===== src/rtl/dmem_arb_pkg.sv =====
// dmem_arb_pkg: state encoding, default widths and the
// requester-count range check shared by the data-memory arbiter.
package dmem_arb_pkg;

   typedef enum logic [1:0] {
      IDLE   = 2'd0,
      ACCESS = 2'd1,
      DONE   = 2'd2
   } arb_state_t;

   localparam int DEF_NUM_REQ  = 2;
   localparam int DEF_ADDR_W   = 8;
   localparam int DEF_DATA_W   = 8;
   localparam int DEF_LOCK_MAX = 4;

   localparam int MIN_REQ = 2;
   localparam int MAX_REQ = 4;

   function automatic bit num_req_ok(input int n);
      return (n >= MIN_REQ) && (n <= MAX_REQ);
   endfunction

endpackage


===== src/rtl/dmem_arbiter_rr_pick.sv =====
// rr_pick: combinational round-robin selector. The winner is the first
// request found searching upward from rr_ptr+1, wrapping mod NUM_REQ.
module rr_pick
   import dmem_arb_pkg::*;
#(
   parameter int NUM_REQ = DEF_NUM_REQ,
   parameter int IDX_W   = $clog2(NUM_REQ)
) (
   input  logic [NUM_REQ-1:0] req,
   input  logic [IDX_W-1:0]   rr_ptr,
   output logic [NUM_REQ-1:0] win_oh,
   output logic [IDX_W-1:0]   win_idx,
   output logic               valid
);

   always_comb begin
      logic [IDX_W-1:0] j;
      win_oh  = '0;
      win_idx = '0;
      valid   = 1'b0;
      j       = '0;
      for (int k = 1; k <= NUM_REQ; k++) begin
         j = IDX_W'((int'(rr_ptr) + k) % NUM_REQ);
         if (!valid && req[j]) begin
            valid     = 1'b1;
            win_idx   = j;
            win_oh[j] = 1'b1;
         end
      end
   end

endmodule


===== src/rtl/dmem_arbiter.sv =====
// dmem_arbiter: round-robin sharing of the single-port data memory.
// Define ARB_LOCK_EN to add the lock port (back-to-back owner bursts).
module dmem_arbiter
   import dmem_arb_pkg::*;
#(
   parameter int NUM_REQ  = DEF_NUM_REQ,
   parameter int ADDR_W   = DEF_ADDR_W,
   parameter int DATA_W   = DEF_DATA_W
`ifdef ARB_LOCK_EN
  ,parameter int LOCK_MAX = DEF_LOCK_MAX
`endif
) (
   input  logic                      clk,
   input  logic                      rst,
   input  logic [NUM_REQ-1:0]        req,
   input  logic [NUM_REQ-1:0]        we,
   input  logic [NUM_REQ*ADDR_W-1:0] addr,
   input  logic [NUM_REQ*DATA_W-1:0] wdata,
`ifdef ARB_LOCK_EN
   input  logic [NUM_REQ-1:0]        lock,
`endif
   output logic [NUM_REQ-1:0]        grant,
   output logic [NUM_REQ-1:0]        ack,
   output logic [DATA_W-1:0]         rdata,
   output logic                      mem_enable,
   output logic                      mem_write,
   output logic [ADDR_W-1:0]         mem_addr,
   output logic [DATA_W-1:0]         mem_wdata,
   input  logic [DATA_W-1:0]         mem_rdata
);

   localparam int IDX_W = $clog2(NUM_REQ);

   if (!num_req_ok(NUM_REQ)) begin : g_bad_num_req
      $error("dmem_arbiter: NUM_REQ must be 2..4");
   end

   arb_state_t         state;
   logic [IDX_W-1:0]   owner;
   logic [IDX_W-1:0]   rr_ptr;
   logic [IDX_W-1:0]   src;
   logic [NUM_REQ-1:0] win_oh;
   logic [IDX_W-1:0]   win_idx;
   logic               win_valid;

   rr_pick #(
      .NUM_REQ (NUM_REQ),
      .IDX_W   (IDX_W)
   ) u_pick (
      .req     (req),
      .rr_ptr  (rr_ptr),
      .win_oh  (win_oh),
      .win_idx (win_idx),
      .valid   (win_valid)
   );

   // A fresh command comes from the arbitration winner, or from the
   // current owner when a locked burst re-enters ACCESS.
   assign src = (state == IDLE) ? win_idx : owner;

`ifdef ARB_LOCK_EN
   localparam int CNT_W = $clog2(LOCK_MAX) + 1;
   logic [CNT_W-1:0] lock_cnt;
   logic             relock;
   assign relock = lock[owner] && req[owner] &&
                   (int'(lock_cnt) < LOCK_MAX - 1);
`endif

   always_ff @(posedge clk) begin
      if (rst) begin
         state      <= IDLE;
         owner      <= '0;
         rr_ptr     <= IDX_W'(NUM_REQ - 1);
         grant      <= '0;
         ack        <= '0;
         rdata      <= '0;
         mem_enable <= 1'b0;
         mem_write  <= 1'b0;
         mem_addr   <= '0;
         mem_wdata  <= '0;
`ifdef ARB_LOCK_EN
         lock_cnt   <= '0;
`endif
      end else begin
         unique case (state)
            IDLE: begin
               if (win_valid) begin
                  state      <= ACCESS;
                  owner      <= win_idx;
                  rr_ptr     <= win_idx;
                  grant      <= win_oh;
                  mem_enable <= 1'b1;
                  mem_write  <= we[src];
                  mem_addr   <= addr[int'(src)*ADDR_W +: ADDR_W];
                  mem_wdata  <= wdata[int'(src)*DATA_W +: DATA_W];
               end
            end
            ACCESS: begin
               if (!mem_write) rdata <= mem_rdata;
               state      <= DONE;
               ack        <= grant;
               mem_enable <= 1'b0;
               mem_write  <= 1'b0;
               mem_addr   <= '0;
               mem_wdata  <= '0;
            end
            DONE: begin
               ack <= '0;
`ifdef ARB_LOCK_EN
               if (relock) begin
                  state      <= ACCESS;
                  lock_cnt   <= lock_cnt + CNT_W'(1);
                  mem_enable <= 1'b1;
                  mem_write  <= we[src];
                  mem_addr   <= addr[int'(src)*ADDR_W +: ADDR_W];
                  mem_wdata  <= wdata[int'(src)*DATA_W +: DATA_W];
               end else begin
                  state    <= IDLE;
                  grant    <= '0;
                  lock_cnt <= '0;
               end
`else
               state <= IDLE;
               grant <= '0;
`endif
            end
            default: state <= IDLE;
         endcase
      end
   end

endmodule


===== config.mk =====
export PLATFORM = sky130hd
export DESIGN_NAME = dmem_arbiter
export DESIGN_NICKNAME = d
export VERILOG_FILES = /design/src/rtl/dmem_arb_pkg.sv /design/src/rtl/dmem_arbiter_rr_pick.sv /design/src/rtl/dmem_arbiter.sv
export SDC_FILE = /design/constraint.sdc
export NUM_CORES = 1
export LEC_CHECK = 0
export CAP_MARGIN = 25
export CORE_ASPECT_RATIO = 0.75
export CORE_MARGIN = 2
export CORE_UTILIZATION = 42
export DETAILED_ROUTE_END_ITERATION = 7
export PLACE_DENSITY = 0.79
export SYNTH_ARGS = -nofsm -noshare
export SYNTH_HDL_FRONTEND = slang
export SYNTH_SLANG_ARGS = --single-unit

===== constraint.sdc =====
create_clock -name clk -period 2 [get_ports clk]
set_input_delay 0.2 -clock clk [delete_from_list [all_inputs] [get_ports clk]]
set_output_delay 0.2 -clock clk [all_outputs]
set_load 0.1 [all_outputs]

==> flow_summary.ini <==
[layout]
post_route_cells_drive_above_1_share_pct = 24.3
nNetsFinal = 325
mostFrequentLayoutCells = 45 x clkdlybuf4s50_1, 45 x buf_4, 34 x dfxtp_1
fill_cells = 355
antenna_cells = 0
syn_to_final_growth_pct = 49.2

[drt]
routed.top_layer = met4
dr.pass1.iters = 4
drt_iter0_drc = 102
wl_per_cell_um = 14.9
wl_met3_um = 327
avgViaCountPerCell = 5.36
met2WireLength_um = 2200
wl_um = 4940
vias = 1774
drtAntennaViolNets = 0
wl_met1_um = 2340
drc = 0

[job]
maxCapViolCount = 0

[setup_path]
path_cells = inv_1 -> ha_1 -> nor2b_1 -> a31o_2 -> o221ai_1
slowest_delay_ns = 0.44
cp.arrival_ns = 1.86
cp_slowest_cell = a31o_2
ff2ff_path_depth = 5
critPathLaunchType = flop
path_max_fanout = 17
critPathCaptureType = flop
cp.required_ns = 2.14
critPathKind = flop to flop

[sta]
fin_crit_sh_pct = 85.8
finalSetupViolations = 0
fmaxAchievable_ghz = 0.583
slew-limit-headroom_pct = 65.7
worst_pin_slew_ns = 0.515
hold_viol_final = 0
skew_ns = 0.00383
fin_crit_ns = 1.72
final_max_slew_viol_count = 0
holdWs_ns = 0.472
rsz0062_at_grt = false

[clock_network]
ctsHtreeMaxLevel = 2
clk_pin_slew_worst_paths_ns = 0.07
postCtsHoldBufs = 0
cts-buffers-inserted = 5
cts_tree = yes
clk_path_buf_depth = 2
cts.sinks = 34
insertion_delay_ns = 0.29
root_buffer = clkbuf_8

[worst_hold_path]
hold_depth = 2
hold_path.class = flop to flop

[floorplan]
rows = 20
dieArea_um2 = 4800
die_w_um = 79.3
start_util_pct = 43.8
die_h_um = 60.5
io_pins = 76
core_region_area_um2 = 4080

[global_route]
grt_pass1_vias = 1643
antenna_found_initial = 0
grt_max_degree = 23
overflow = 0
grt_pass1_wl_um = 7820
grtUsageTotal_pct = 21.3

[yosys]
synthCells = 197
yosysWarnings = 0
yosys.area.top_type = dfxtp_1
ys_ff_latch = 34
synth_area_leaders = dfxtp_1 38%, o221ai_2 8.4%, nor3b_1 7.1%, nand4_1 6.0%, mux2i_1 5.6%
syn_avg_cell_area_um2 = 9.07
synth.cell_area_um2 = 1790
seq_area_frac_synth_pct = 38.1
syn_nets = 247
synthDistinctLibCells = 30
synth_top_cell_area_share_pct = 38.1

[power]
p_leak_nw = 1.03
ir_drop_mv = 0.550
powerDensity_nw_per_um2 = 992
power_mw = 2.64

[placement]
gp_congestion = 0.787
dp_hpwl_um = 3460
io_buffers = 75

[outcome]
outcome = finished clean
-- kinds of logic (layout without fill, tap and decap cells) --
group	Yosys count	count (layout)	synth area share, %
compound gates	31	31	17.6
fa+ha+maj	4	4	2.80
buf+inv	40	119	10.1
flops	34	34	38.1
mux	10	10	5.60
simple gates	78	78	25.8
-- worst max-delay path: cells and delay by family, from the launching register on --
family | cells | cell delay, ns
AO/OA/AOI/OAI | 2 | 0.67
adder cells (fa/ha/maj) | 1 | 0.29
buffers and inverters | 1 | 0.09
flip-flops | 1 | 0.36
AND/OR/NAND/NOR | 1 | 0.15
-- per-layer routing --
layer	global-route usage (%)	vias to the layer above
met4	8.62	0
met5	0	-
met2	33.9	57
met3	5.36	9
li1	-	865
met1	28.3	843
-- area by class of cell --
type / instances / area (um2) / area share (%)
Clock buffer: 7 / 76.3 / 2.86
Clock inverter: 1 / 30.0 / 1.13
Inverter: 20 / 75.1 / 2.82
Multi-Input combinational cell: 123 / 926 / 34.7
Sequential cell: 34 / 681 / 25.5
Tap cell: 55 / 68.8 / 2.58
Timing Repair Buffer: 91 / 808 / 30.3
-- stage by stage --
stage / setup WS, ns / utilization [%] / cell area, um2 / setup TNS, ns / std cells
2_1_floorplan: 0.430 / - / 1790 / 0 / 197
3_3_place_gp: 0.0927 / 62.7 / 2560 / 0 / 323
3_5_place_dp: -0.0437 / 62.7 / 2560 / -0.0764 / 323
4_1_cts: 0.257 / 65.3 / 2670 / 0 / 331
5_1_grt: 0.159 / 65.3 / 2670 / 0 / 331
6_report: 0.284 / 65.3 / 2670 / 0 / 331
-- power by group --
| group | internal, mW | switching (mW) |
|---|---|---|
| logic | 0.361 | 0.848 |
| clock network | 0.373 | 0.250 |
| registers | 0.762 | 0.0515 |
-- cells in the mapped netlist --
library cell,count
nand2_1,4
o221ai_1,7
nor3b_4,1
a211o_1,2
ha_1,4
nand4_1,17
dfxtp_1,34
nor2b_1,2
a21oi_1,5
a32oi_1,1
o21a_1,1
buf_2,9
o21bai_1,1
buf_4,3
o221ai_2,10
or3b_2,1
nand3b_1,2
mux2i_1,10
o21bai_4,1
nor3b_1,17
buf_6,1
a31o_1,1
nor2_1,14
inv_1,20
clkbuf_1,5
nand3_1,17
nor2_2,1
nand2b_1,2
o21ai_0,2
buf_1,2
-- flip-flops by register name, indices dropped and copies added (netlist names) --
register	flops
ack	2
rr_ptr	1
grant	2
mem_enable	1
rdata	8
mem_wdata	8
mem_addr	8
owner	1
state	2
mem_write	1
-- repair_timing --
item,4_1_cts,5_1_grt
buffers inserted,0,0
endpoints found under the setup margin,7,0
gates resized for setup,1,0
-- final timing paths --
check                 endpoint     start  slack [ns]
setup / recovery  mem_wdata[6]  state[0]        0.28
hold / removal          ack[1]    ack[1]        0.47
setup reg to reg  mem_wdata[6]  state[0]        0.28
hold reg to reg         ack[1]    ack[1]        0.47
No activity file was read; power rests on OpenSTA's default activity.
